===== src/rtl/lenet_batch_ctrl_pkg.sv =====
// Shared definitions for the LeNet batch controller: FSM encoding, digit width
// and the marker digit written when the core fails to respond in time.
package lenet_batch_ctrl_pkg;

  typedef enum logic [2:0] {
    ST_IDLE,
    ST_LAUNCH,
    ST_WAIT,
    ST_STORE,
    ST_NEXT,
    ST_FIN
  } state_t;

  localparam int unsigned DIGIT_W = 4;
  localparam logic [DIGIT_W-1:0] TIMEOUT_DIGIT = 4'hF;

endpackage


===== src/rtl/lenet_batch_ctrl_rise.sv =====
// Registered rising-edge detector on the LeNet core ready line; works for
// both pulsed and level-style ready signalling.
module lenet_rise_det (
  input  logic clk,
  input  logic rst,
  input  logic ready,
  output logic rise
);

  logic ready_q;

  always_ff @(posedge clk) begin
    if (rst) ready_q <= 1'b0;
    else     ready_q <= ready;
  end

  assign rise = ready & ~ready_q;

endmodule


===== src/rtl/lenet_batch_ctrl.sv =====
// Batch controller: launches the LeNet core once per image, waits for its
// ready edge (or a timeout) and writes each digit into the result buffer.
module lenet_batch_ctrl
  import lenet_batch_ctrl_pkg::*;
#(
  parameter int unsigned NIMG_W  = 8,
  parameter int unsigned TIMEOUT = 65535
) (
  input  logic               clk,
  input  logic               rst,
  input  logic               start,
  input  logic [NIMG_W-1:0]  num_images,
  input  logic               abort,
  output logic               busy,
  output logic               done,
  output logic               err_timeout,
  output logic               lenet_go,
  output logic [NIMG_W-1:0]  img_sel,
  input  logic               lenet_ready,
  input  logic [DIGIT_W-1:0] lenet_digit,
  output logic               res_we,
  output logic [NIMG_W-1:0]  res_addr,
  output logic [DIGIT_W-1:0] res_data
);

  localparam int unsigned     CNT_W    = $clog2(TIMEOUT) + 1;
  localparam logic [CNT_W-1:0] CNT_LAST = CNT_W'(TIMEOUT - 1);

  state_t              state;
  logic [NIMG_W-1:0]   idx;
  logic [NIMG_W-1:0]   count;
  logic [CNT_W-1:0]    wait_cnt;
  logic                ready_rise;

  lenet_rise_det u_rise_det (
    .clk   (clk),
    .rst   (rst),
    .ready (lenet_ready),
    .rise  (ready_rise)
  );

  assign img_sel = idx;

  always_ff @(posedge clk) begin
    if (rst) begin
      state       <= ST_IDLE;
      idx         <= '0;
      count       <= '0;
      wait_cnt    <= '0;
      busy        <= 1'b0;
      done        <= 1'b0;
      err_timeout <= 1'b0;
      lenet_go    <= 1'b0;
      res_we      <= 1'b0;
      res_addr    <= '0;
      res_data    <= '0;
    end else begin
      lenet_go <= 1'b0;
      res_we   <= 1'b0;
      done     <= 1'b0;
      // abort outranks every state transition, including the FIN completion pulse
      if (abort && state != ST_IDLE) begin
        state <= ST_IDLE;
        busy  <= 1'b0;
      end else begin
        case (state)
          ST_IDLE: begin
            if (start && !abort) begin
              busy        <= 1'b1;
              err_timeout <= 1'b0;
              count       <= num_images;
              idx         <= '0;
              if (num_images != '0) begin
                lenet_go <= 1'b1;
                state    <= ST_LAUNCH;
              end else begin
                state <= ST_FIN;
              end
            end
          end
          ST_LAUNCH: begin
            wait_cnt <= '0;
            state    <= ST_WAIT;
          end
          ST_WAIT: begin
            if (ready_rise) begin
              res_data <= lenet_digit;
              res_addr <= idx;
              res_we   <= 1'b1;
              state    <= ST_STORE;
            end else if (wait_cnt == CNT_LAST) begin
              res_data    <= TIMEOUT_DIGIT;
              res_addr    <= idx;
              res_we      <= 1'b1;
              err_timeout <= 1'b1;
              state       <= ST_STORE;
            end else if (wait_cnt != '1) begin
              wait_cnt <= wait_cnt + 1'b1;
            end
          end
          ST_STORE: state <= ST_NEXT;
          ST_NEXT: begin
            if (idx == count - 1'b1) begin
              state <= ST_FIN;
            end else begin
              idx      <= idx + 1'b1;
              lenet_go <= 1'b1;
              state    <= ST_LAUNCH;
            end
          end
          ST_FIN: begin
            done  <= 1'b1;
            busy  <= 1'b0;
            state <= ST_IDLE;
          end
          default: state <= ST_IDLE;
        endcase
      end
    end
  end

endmodule


===== config.mk =====
export PLATFORM = sky130hd
export DESIGN_NAME = lenet_batch_ctrl
export DESIGN_NICKNAME = d
export VERILOG_FILES = /design/src/rtl/lenet_batch_ctrl_pkg.sv /design/src/rtl/lenet_batch_ctrl_rise.sv /design/src/rtl/lenet_batch_ctrl.sv
export SDC_FILE = /design/constraint.sdc
export NUM_CORES = 1
export LEC_CHECK = 0
export CAP_MARGIN = 20
export CORE_UTILIZATION = 55
export DETAILED_ROUTE_END_ITERATION = 7
export MAX_ROUTING_LAYER = met4
export PLACE_DENSITY = 0.82
export SLEW_MARGIN = 10
export SYNTH_ARGS = -nofsm -noshare
export SYNTH_HDL_FRONTEND = slang
export SYNTH_SLANG_ARGS = --single-unit

===== constraint.sdc =====
create_clock -name clk -period 7.2 [get_ports clk]
set_clock_uncertainty 0.2 [all_clocks]
set_input_delay 0.72 -clock clk [delete_from_list [all_inputs] [get_ports clk]]
set_output_delay 0.72 -clock clk [all_outputs]
set_load 0.05 [all_outputs]

; ---- After elaboration in Yosys (flattened, before gate mapping)
; Cells that the tools add are included.
; W data, S select, Z words.
[totals]
n_memories = 0
mem_bits_ro = 0
out_inout_bits = 25
elab_cells = 84
latchBits = 0
ram_bits = 0
ff_bits = 54
[op_classes]
n_lt_le_gt_ge = 0
add_sub_neg = 3
bitwise_logic = 4
muxes = 30
div_mod_pow = 0
shift = 0
eq_ne = 15
multipliers = 0
reduce_logical = 20
[ops]
columns = cell, count
row1 = $mux W17, 3
row2 = $pmux W17 S2, 1
row3 = $mux W8, 4
row4 = $add A17 B1 Y17 const B, 1
row5 = $eq A17 B16 Y1 const B, 1
row6 = $ne A17 B17 Y1 const B, 1
row7 = $pmux W8 S2, 1
row8 = $mux W3, 5
row9 = $pmux W3 S5, 1
row10 = $ne A2 B2 Y1 const B, 6
row11 = $mux W1, 10
row12 = $reduce_and A5 Y1, 2
row13 = $reduce_bool A2 Y1, 5
row14 = $add A8 B1 Y8 const B, 1
row15 = $eq A8 B8 Y1, 1
row16 = $mux W4, 2
row17 = $reduce_bool A8 Y1, 1
row18 = $sub A8 B1 Y8 const B, 1
row19 = $eq A3 B2 Y1 const B, 2
row20 = $eq A3 B3 Y1 const B, 2
row21 = $pmux W1 S2, 3
row22 = $reduce_and A3 Y1, 2
row23 = $reduce_and A2 Y1, 2
row24 = $reduce_and A4 Y1, 1
row25 = other kinds (10), 13

; ---- Depth between registers and ports, before layout
; Gate-level depths: netlist of run 1.
[logic_depth]
depth_word = 5
depth_mapped = 10
depth_no_buf = 9

; ---- Cells and area by module
; From an unflattened synthesis of run 1, not the netlist that was laid out.
[unflattened]
cells_unflattened = 318
area_unflattened_um2 = 2636.3
[by_module_without_submodules]
columns = module, n_inst, cells_per_inst, area_per_inst_um2
row1 = lenet_batch_ctrl, 1, 315, 2588.7
row2 = lenet_rise_det, 1, 3, 47.5

; ---- Least setup slack after synthesis of run 1
; OpenSTA, ideal clock, no wires.
[synth_timing]
path_type = register to register
start = register wait_cnt[0]
end = register wait_cnt[9]
stages_incl_launch_ff = 11
path_slack_ns = 4.746
path_buffers = 1
setup_ns = 0.128
t_required_ns = 6.872
arrival_ns = 2.126
period_less_slack_ns = 2.454
cell_sequence = dfxtp_1 > ha_1 > nand3_1 > nor3_1 > ha_1 > o31ai_1 > nand2_1 > clkbuf_1 > nor4_1 > xnor2_1 > nor2_1
[synth_between]
elab_chain_len = 5
[synth_rtl]
columns = element, line_no
row1 = from (decl), lenet_batch_ctrl.sv:32  ; logic [CNT_W-1:0] wait_cnt;
row2 = from (signal assigned), lenet_batch_ctrl.sv:98  ; wait_cnt <= wait_cnt + 1'b1;
row3 = $add A17 B1 Y17, lenet_batch_ctrl.sv:98
row4 = $mux W17, lenet_batch_ctrl.sv:97  ; end else if (wait_cnt != '1) begin
row5 = $mux W17, lenet_batch_ctrl.sv:91  ; end else if (wait_cnt == CNT_LAST) begin
row6 = $mux W17, lenet_batch_ctrl.sv:86  ; if (ready_rise) begin
row7 = $pmux W17 S2, lenet_batch_ctrl.sv:66  ; case (state)
; Parallel ways exist; a longest one is shown, timed or not. The select of a mux whose other input is x is not followed.
; A chain may end at the register's enable or synchronous reset.

; ---- Worst setup path after layout of run 1
[layout_timing]
start = register wait_cnt[0]
end = register wait_cnt[15]
; Same word-level chain as after synthesis.

==> summary.md, run 1 <==
| Metric | Value |
|---|---|
| Status | complete, but fails checks |
| Violated checks | DRC |
| CTS H-tree depth | 2 |
| Area occupied by multi-input gates | 1490 µm² |
| CTS tree | done |
| Power per cell area | 179 nW/µm² |
| Cell depth of the worst flop-to-flop path | 9 |
| CTS root buf | clkbuf_8 |
| Total nets after synthesis | 340 |
| Routed Antenna Nets | 0 |
| Post-Syn Instances | 318 |
| Hold slack | 0.267 ns |
| R2R Setup Slk | 4.33 ns |
| Die ar. | 5090 µm² |
| DR vias/cell | 5.86 |
| Final wirelength | 5690 µm |
| Num Clock Sinks | 54 |
| TritonCTS buffer count | 5 |
| Overflow after GRT | 0 |
| Peak supply drop | 0.000102 V |
| Die H | 71.3 µm |
| Synth top cells by count | dfxtp_1 (54), nor2_1 (46), nand2_1 (30) |
| Die W | 71.3 µm |
| Hold path startpoint | busy$_SDFFE_PP0P_ |
| Hold path cells | 2 |
| P&R area growth vs syn | 20.3% |
| Psw | 0.137 mW |
| Synth area leaders | dfxtp_1 (41%), nor2_1 (6.5%), xnor2_1 (5.3%) |
| Max_slew headroom | 33.3% |
| Max Root-Sink Buffers | 2 |
| Initial antenna violation count | 0 |
| Lkg Pwr | 1.15 nW |
| RSZ-0062 raised after global routing | false |
| Number of top-level pins | 42 |
| Netlist Area Pre-Place | 2640 µm² |
| Fraction of power consumed by sequential logic | 54.6% |
| WP data arrival | 2.87 ns |
| Post-CTS Resized | 0 |
| Port Buffer Count | 41 |
| Ys flop type | dfxtp_1 |
| Starting Density | 59.1% |
| Post-DP HPWL | 4070 µm |
| Post-synth EDFFs | 0 |
| Worst-path fanout max | 18 |
| Fin nets | 377 |
| Critical path endpoint category | flop |
| Synth top area share | 40.9% |
| All-layer global routing usage | 24.9% |
| Worst slew pin tran | 0.995 ns |
| Seq. cell area | 1080 µm² |
| Max-Cap Viols | 0 |
| Netlist cell types | 45 |
| Post-synth ARST share | 0% |
| ANT cells | 0 |
| Final min period | 2.87 ns |
| Vias in the first global route | 2202 |
| Fmax | 349 MHz |
| Most frequent cell after synthesis | dfxtp_1 |
| Sum of negative setup slack | 0 ns |
| Post-synthesis sequential element count | 54 |
| Worst hold path type | reg2reg |
| Largest area contributor in the netlist | dfxtp_1 |
| Clock Power Share | 34.5% |
| Critical Path Start Type | flop |
| GP Congestion | 0.813 |
| Final Cycle Share | 39.8% |
| First-pass GRT wire length | 9840 µm |
| R2R Path Start | wait_cnt[0]$_SDFFE_PP0P_ |
| DR iter-0 viols | 122 |
| Post-CTS Setup Bufs | 0 |
| Post-route DRC | 3 |
| Switching Share | 24.1% |
| Slew Limit Fails | 0 |
| Fillers | 366 |
| 1st-pass router iterations | 6 |
| Non-Filler Instances | 408 |
| Worst path required time | 7.20 ns |
| Avg Inst Size Synth | 8.31 µm² |
| Routed wire per std cell | 14.0 µm |
| Core Area | 4470 µm² |
| Cell internal pwr | 0.431 mW |
| Yosys warning total | 0 |
| Seq/Total Area, Yosys | 40.9% |
| Inst Count DP | 400 |
| Worst-Skew Late Latency | 0.30 ns |
| Comb pwr share | 10.8% |
| # setup viols final | 0 |
| Worst-path clk slew | 0.09 ns |
| Via Count | 2392 |
| Ratio of cells with drive above 1 in the final layout | 3.65% |
| Largest net degree at the start of global routing | 34 |
| CP startpoint | wait_cnt[0]$_SDFFE_PP0P_ |
| FP Rows | 24 |
| Final Hold Vio Count | 0 |
| Crit Path Class | reg2reg |
| Hold_buf cts | 0 |
## state kept, by name, summed over array words and instances, names as in the netlist
register,flops
wait_cnt,17
count,8
img_sel,8
res_addr,8
res_data,4
state,3
busy,1
done,1
err_timeout,1
lenet_go,1
res_we,1
u_rise_det.ready_q,1
## cell type report
class	count	area share, %
Inverter	4	0.472
Sequential cell	54	34.0
Clock buffer	5	2.17
Tap cell	52	2.05
Multi-Input combinational cell	248	46.9
Clock inverter	3	1.26
Timing Repair Buffer	42	13.1
## through the flow
step	util, %	instance area (µm²)	setup WS, ns	total power [mW]
2_1_floorplan	-	2640	4.75	0.356
3_3_place_gp	68.6	3070	4.28	0.377
3_5_place_dp	68.6	3070	4.15	0.378
4_1_cts	71.0	3180	4.35	0.573
5_1_grt	71.0	3180	4.06	0.592
6_report	71.0	3180	4.33	0.568
## critical path, stage by stage (launching register included)
cell and delay, ns:
dfxtp_1 0.36, ha_1 0.22, nand3_1 0.24, nor3_1 0.12, ha_1 0.19, o31ai_1 0.28, nand2_1 0.40, nor4_1 0.49
nor3b_1 0.11, a21o_1 0.16
## logic make-up (layout without fill, tap and decap cells)
logic type | Yosys count | in the layout | share of synthesized area [%]
mux | 10 | 10 | 3.79
flops | 54 | 54 | 40.9
compound gates | 47 | 47 | 10.7
xor+xnor | 22 | 22 | 7.29
simple gates | 164 | 164 | 32.3
buf+inv | 16 | 54 | 2.70
fa+ha+maj | 5 | 5 | 2.37
## layer usage
layer | part of all wire, % | wire length (µm) | GRT usage, % | up-vias
li1 | - | - | - | 1206
met1 | 47 | 2660 | 31.4 | 1116
met2 | 46 | 2640 | 40.1 | 63
met3 | 6.0 | 341 | 5.63 | 7
met4 | 0.90 | 51 | 6.89 | 0
met5 | 0 | 0 | - | -
## layout by cell type (no fill, tap or decap), types with 2 or more instances in the layout
cell type / synthesis / final
xor2_1: 6 / 6
mux2i_1: 10 / 10
nor2b_1: 4 / 4
nand3_1: 15 / 15
ha_1: 5 / 5
a21o_1: 3 / 3
o211ai_1: 3 / 3
o21ai_1: 5 / 5
or3_1: 8 / 8
nand4_1: 10 / 10
nor3_2: 2 / 2
nor3b_1: 5 / 5
nand3b_1: 2 / 2
inv_1: 4 / 4
xnor2_1: 16 / 16
clkinv_2: 0 / 2
nand2b_1: 4 / 4
o21a_1: 2 / 2
nor4_1: 12 / 12
a21oi_1: 21 / 21
nor3_1: 9 / 9
and3_1: 4 / 4
clkbuf_8: 0 / 5
nand2_1: 30 / 30
nor2_1: 46 / 46
o21ai_0: 4 / 4
dfxtp_1: 54 / 54
o31ai_1: 2 / 2
a211oi_1: 2 / 2
clkdlybuf4s50_1: 0 / 41
nor4b_1: 2 / 2
and2_1: 3 / 3
## worst paths after layout
check,to
setup / recovery,wait_cnt[15]$_SDFFE_PP0P_
hold / removal,busy$_SDFFE_PP0P_
setup reg to reg,wait_cnt[15]$_SDFFE_PP0P_
hold reg to reg,busy$_SDFFE_PP0P_
## power groups by stage
stage	Sequential (mW)	Combinational, mW	Clock [mW]
floorplan	0.320	0.0361	0
global placement	0.317	0.0597	0
detailed placement	0.317	0.0609	0
CTS	0.310	0.0613	0.202
global route	0.311	0.0673	0.214
finish	0.310	0.0614	0.196
Note: power is estimated with default switching activity, not from simulation.
==> run 2: changes to the inputs <==
- CORE_UTILIZATION: 55 -> 48
- PLACE_DENSITY: 0.82 -> 0.76
- clock period: 7.2 -> 2.6 ns (I/O delays scaled with it)
==> summary.md, run 2 (synthesis results as in run 1) <==
| Metric | Value |
|---|---|
| Die W | 76.2 µm (+6.8%) |
| Port Buffer Count | 41 (unchanged) |
| Max-Cap Viols | 0 (unchanged) |
| Fin nets | 387 (+2.7%) |
| WP data arrival | 2.44 ns (-0.43 ns) |
| Buf/Inv on CP | 1 (+1) |
| Critical-path top delay cell | nor4_1 |
| # setup viols final | 0 (unchanged) |
| ANT cells | 0 (unchanged) |
| Most frequent cells in the layout | dfxtp_1 (54), nor2_1 (46), clkdlybuf4s50_1 (41), nand2_1 (30), a21oi_1 (21) |
| Non-Filler Instances | 436 (+6.9%) |
| Worst-path fanout max | 18 (unchanged) |
| Critical Path Start Type | flop |
| Vias in the first global route | 2208 (+0.27%) |
| Power per cell area | 479 nW/µm² (+170%) |
| Total Power | 1.58 mW (+180%) |
| Final wirelength | 5810 µm (+2.1%) |
| Die ar. | 5810 µm² (+14%) |
| CP Depth | 10 (+1) |
| Fmax | 412 MHz (+18%) |
| CTS tree | done |
| FP Rows | 26 (+8.3%) |
| Core Util, Final | 63.5% (-7.5 points) |
| Max Root-Sink Buffers | 2 (unchanged) |
| R2R Setup Slk | 0.17 ns (-4.16 ns) |
| Largest Register | wait_cnt |
| First-pass GRT wire length | 10300 µm (+5.1%) |
| CTS H-tree depth | 2 (unchanged) |
| Crit path largest cell delay | 0.37 ns (-0.12 ns) |
| Starting Density | 50.8% (-8.3 points) |
| Largest net degree at the start of global routing | 19 (-44%) |
| TritonCTS buffer count | 5 (unchanged) |
| Routed Antenna Nets | 0 (unchanged) |
| DR iter-0 viols | 142 (+16%) |
| Cell depth of the worst flop-to-flop path | 10 (+1) |
| RSZ-0062 raised after global routing | true |
| Crit Path Class | reg2reg |
| Final min period | 2.43 ns (-0.436 ns) |
| Worst reg2reg path endpoint | wait_cnt[15]$_SDFFE_PP0P_ |
| Worst slew pin tran | 0.677 ns (-0.318 ns) |
| Post-DP HPWL | 4160 µm (+2.4%) |
| Crit-path cells | nand4_1 -> or2_1 -> nor3_1 -> ha_1 -> o31ai_2 -> nand2_1 -> buf_4 -> nor4_1 -> nor3b_1 -> a21o_1 |
| GP Congestion | 0.833 (+2.5%) |
| Core Area | 5200 µm² (+16%) |
| Overflow after GRT | 0 (unchanged) |
| Num Clock Sinks | 54 (unchanged) |
| Die H | 76.2 µm (+6.8%) |
| Number of top-level pins | 42 (unchanged) |
| Routed wire per std cell | 13.3 µm (-4.5%) |
| Critical path endpoint category | flop |
| DR vias/cell | 5.44 (-7.2%) |
| Worst hold path type | reg2reg |
| Worst-path clk slew | 0.09 ns (about the same) |
| Via Count | 2373 (-0.79%) |
| CTS root buf | clkbuf_8 |
| Post-route DRC | 0 (-3) |
| Worst path required time | 2.61 ns (-4.59 ns) |
| Most common cell after layout, fill and taps aside | dfxtp_1 |
| Max FFs per register | 17 (unchanged) |
| Max_slew headroom | 54.6% (+21 points) |
| Lkg Pwr | 1.19 nW (+3.9%) |
| Delay-heaviest family, CP | simple AND/OR/NAND/NOR gates |
| Slew Limit Fails | 0 (unchanged) |
| Inst Count DP | 428 (+7.0%) |
| Peak supply drop | 0.000455 V (+340%) |
| R2R Path Start | wait_cnt[5]$_SDFFE_PP0P_ |
| Status | completed |
| P&R area growth vs syn | 25.0% |
| Post-CTS Setup Bufs | 0 (unchanged) |
| CP Capture Point | wait_cnt[15]$_SDFFE_PP0P_ |
| Initial antenna violation count | 0 (unchanged) |
| CP startpoint | wait_cnt[5]$_SDFFE_PP0P_ |
| Final Cycle Share | 93.4% (+54 points) |
| Ratio of cells with drive above 1 in the final layout | 7.38% (+3.7 points) |
| All-layer global routing usage | 22.4% (-2.4 points) |
| 1st-pass router iterations | 4 (-2) |
| Worst-Skew Late Latency | 0.30 ns (about the same) |
| Final Hold Vio Count | 0 (unchanged) |
-- run 2: stage by stage --
step                cell area [µm²]  setup WS (ns)  setup TNS [ns]  hold WS, ns
finish                         3300          0.170               0        0.265
global placement               3170          0.244               0        0.247
CTS                            3270          0.108               0        0.278
global route                   3300        -0.0319         -0.0858        0.302
floorplan                      2640          0.146               0        0.188
detailed placement             3170          0.139               0        0.265
-- run 2: layer usage --
layer  vias up  GRT usage (%)  part of all wire, %
li1       1225              -                    -
met1      1088           29.5                   49
met2        55           35.2                   45
met3         5           5.03                  4.6
met4         0           5.38                 0.91
met5         -              -                    0
-- run 2: worst min-delay path by stage --
stage,start,to,slack [ns],cells past startpoint
2_1_floorplan,lenet_ready,u_rise_det.ready_q$_SDFF_PP0_,0.19,1
3_3_place_gp,busy$_SDFFE_PP0P_,busy$_SDFFE_PP0P_,0.25,2
3_5_place_dp,busy$_SDFFE_PP0P_,busy$_SDFFE_PP0P_,0.27,2
4_1_cts,busy$_SDFFE_PP0P_,busy$_SDFFE_PP0P_,0.28,2
5_1_grt,wait_cnt[16]$_SDFFE_PP0P_,wait_cnt[16]$_SDFFE_PP0P_,0.30,2
6_report,busy$_SDFFE_PP0P_,busy$_SDFFE_PP0P_,0.27,2
-- run 2: cell type report --
| type | instances | area [µm²] |
|---|---|---|
| repair buffers | 52 | 493 |
| multi-input cells | 248 | 1520 |
| fillers | 470 | 1900 |
| clock inverters | 1 | 30.0 |
| well taps | 70 | 87.6 |
| inverters | 4 | 15.0 |
| clock buffers | 7 | 76.3 |
| flip-flops and latches | 54 | 1080 |
-- run 2: worst min-delay path: stages (launching register included) --
cell     delay (ns)
dfxtp_1        0.32
nand2_1        0.05
a21oi_1        0.06
-- run 2: power by group --
part | internal, mW | switching (mW)
clock network | 0.288 | 0.257
registers | 0.840 | 0.0193
logic | 0.0786 | 0.101
total | 1.21 | 0.377
-- run 2: repair_timing --
action,4_1_cts,5_1_grt
setup endpoints to repair,0,14
hold buffers,0,0
gates resized for setup,0,6
==> run 3: changes to the inputs <==
- CTS_CLUSTER_SIZE: not set -> 12
- GPL_TIMING_DRIVEN: not set -> 0
==> summary.md, run 3 (synthesis results as in run 1) <==
| Metric | Value |
|---|---|
| Routed wire per std cell | 14.0 µm (+5.0%) |
| FP Rows | 26 (unchanged) |
| Num Clock Sinks | 54 (unchanged) |
| GP Congestion | 0.802 (-3.8%) |
| Most frequent cells in the layout | dfxtp_1 (51), nor2_1 (46), clkdlybuf4s50_1 (41), nand2_1 (30), a21oi_1 (21) |
| Final Cycle Share | 96.5% (+3.0 points) |
| # setup viols final | 0 (unchanged) |
| Largest Register | wait_cnt |
| Worst-path clk slew | 0.10 ns (about the same) |
| Crit Path Class | reg2reg |
| Most common cell after layout, fill and taps aside | dfxtp_1 |
| All-layer global routing usage | 22.7% (+0.31 points) |
| WP data arrival | 2.51 ns (+0.07 ns) |
| Largest net degree at the start of global routing | 16 (-3) |
| Max_slew headroom | 53.1% (-1.5 points) |
| CTS root buf | clkbuf_8 |
| Port Buffer Count | 41 (unchanged) |
| CP startpoint | wait_cnt[0]$_SDFFE_PP0P_ |
| ANT cells | 0 (unchanged) |
| Max FFs per register | 17 (unchanged) |
| Hold path startpoint | busy$_SDFFE_PP0P_ |
| Initial antenna violation count | 0 (unchanged) |
| Starting Density | 50.8% (unchanged) |
| Crit path largest cell delay | 0.35 ns (-0.02 ns) |
| Worst path required time | 2.60 ns (about the same) |
| Final min period | 2.51 ns (+0.0781 ns) |
| CTS tree | done |
| Worst-path fanout max | 10 (-8) |
| Vias in the first global route | 2274 (+3.0%) |
| R2R Setup Slk | 0.09 ns (-0.08 ns) |
| DR iter-0 viols | 172 (+21%) |
| Number of top-level pins | 42 (unchanged) |
| DR vias/cell | 5.57 (+2.3%) |
| Routed Antenna Nets | 0 (unchanged) |
| Fin nets | 391 (+1.0%) |
| First-pass GRT wire length | 10600 µm (+2.5%) |
| Critical Path Start Type | flop |
| Slew Limit Fails | 0 (unchanged) |
| Core Area | 5200 µm² (unchanged) |
| Buf/Inv on CP | 1 (unchanged) |
| Die W | 76.2 µm (unchanged) |
| Status | completed |
| Core Util, Final | 64.1% (+0.58 points) |
| Crit-path cells | ha_1 -> nand3_4 -> nor3_2 -> ha_1 -> o31ai_4 -> nand2_2 -> clkbuf_4 -> nor4_2 -> xnor2_1 -> nor2_1 |
| Final wirelength | 6160 µm (+5.9%) |
| Final Hold Vio Count | 0 (unchanged) |
| P&R area growth vs syn | 26.2% |
| Critical path endpoint category | flop |
| Worst slew pin tran | 0.699 ns (+0.0219 ns) |
| Die ar. | 5810 µm² (unchanged) |
| Overflow after GRT | 0 (unchanged) |
| Power per cell area | 458 nW/µm² (-4.5%) |
| Post-DP HPWL | 4310 µm (+3.6%) |
| Via Count | 2450 (+3.2%) |
| Delay-heaviest family, CP | simple AND/OR/NAND/NOR gates |
| Total Power | 1.53 mW (-3.6%) |
| Worst-Skew Late Latency | 0.31 ns (about the same) |
| Post-route DRC | 0 (unchanged) |
| Worst hold path type | reg2reg |
| Lkg Pwr | 1.21 nW (+1.0%) |
| Fmax | 399 MHz (-3.1%) |
| Die H | 76.2 µm (unchanged) |
| 1st-pass router iterations | 4 (unchanged) |
| Hold_buf cts | 0 (unchanged) |
| Ratio of cells with drive above 1 in the final layout | 8.38% (+1.0 points) |
| Max-Cap Viols | 0 (unchanged) |
| Critical-path top delay cell | dfxtp_2 |
| R2R Path Start | wait_cnt[0]$_SDFFE_PP0P_ |
| Peak supply drop | 0.000248 V (-46%) |
| Max Root-Sink Buffers | 2 (unchanged) |
| CP most frequent cell | ha_1 |
| TritonCTS buffer count | 5 (unchanged) |
| CTS H-tree depth | 2 (unchanged) |
-- run 3: cell count changes in the layout (fill, tap and decap cells not counted), moves of 2 or more --
| cell | before | now |
|---|---|---|
| clkbuf_1 | 2 | 7 |
| dfxtp_2 | 0 | 3 |
| dfxtp_1 | 54 | 51 |
| nor4b_2 | 3 | 1 |
| buf_2 | 0 | 4 |
| nor4b_1 | 0 | 2 |
| buf_4 | 11 | 2 |
-- run 3: final timing paths --
| path | to | cells after the start |
|---|---|---|
| setup / recovery | wait_cnt[8]$_SDFFE_PP0P_ | 10 |
| hold / removal | busy$_SDFFE_PP0P_ | 2 |
| setup reg to reg | wait_cnt[8]$_SDFFE_PP0P_ | 10 |
| hold reg to reg | busy$_SDFFE_PP0P_ | 2 |
-- run 3: routing by layer --
layer / wire, µm / track usage, % / part of all wire, %
met4: 65 / 7.12 / 1.1
met3: 353 / 4.43 / 5.7
met1: 2950 / 30.1 / 48
met5: 0 / - / 0
met2: 2780 / 35.1 / 45
-- run 3: report_power, final --
part,switching (mW),internal (mW)
clock,0.267,0.216
combinational,0.113,0.0766
sequential,0.0144,0.840
total,0.394,1.13
-- run 3: layout make-up --
class	instances	area, µm²
tap	70	87.6
buffer	12	61.3
clock buffer	7	86.3
clock inverter	1	5.00
timing repair buffer	43	425
sequential	54	1080
inverter	4	15.0
multi-input combinational	249	1570
fill	454	1870
-- run 3: worst reg2reg max path: stages, from the launching register on --
cell and delay [ns]:
dfxtp_2 0.35, ha_1 0.23, nand3_4 0.15, nor3_2 0.07, ha_1 0.21, o31ai_4 0.31
nand2_2 0.15, clkbuf_4 0.23, nor4_2 0.29, xnor2_1 0.17, nor2_1 0.05
-- run 3: repair_timing --
item	CTS	global route
gates cloned	0	1
setup buffers	0	2
setup endpoints to repair	13	15
pin swaps	0	2
resized for setup	4	18
-- run 3: metrics by stage --
step	instances	area [µm²]	setup TNS [ns]	hold slack [ns]	setup WS, ns
3_5_place_dp	429	3140	-1.28	0.265	-0.223
6_report	440	3330	0	0.269	0.0923
4_1_cts	437	3250	-0.0219	0.278	-0.0139
3_3_place_gp	429	3140	-0.815	0.248	-0.179
2_1_floorplan	318	2640	0	0.188	0.146
5_1_grt	440	3330	-0.0878	0.308	-0.0534
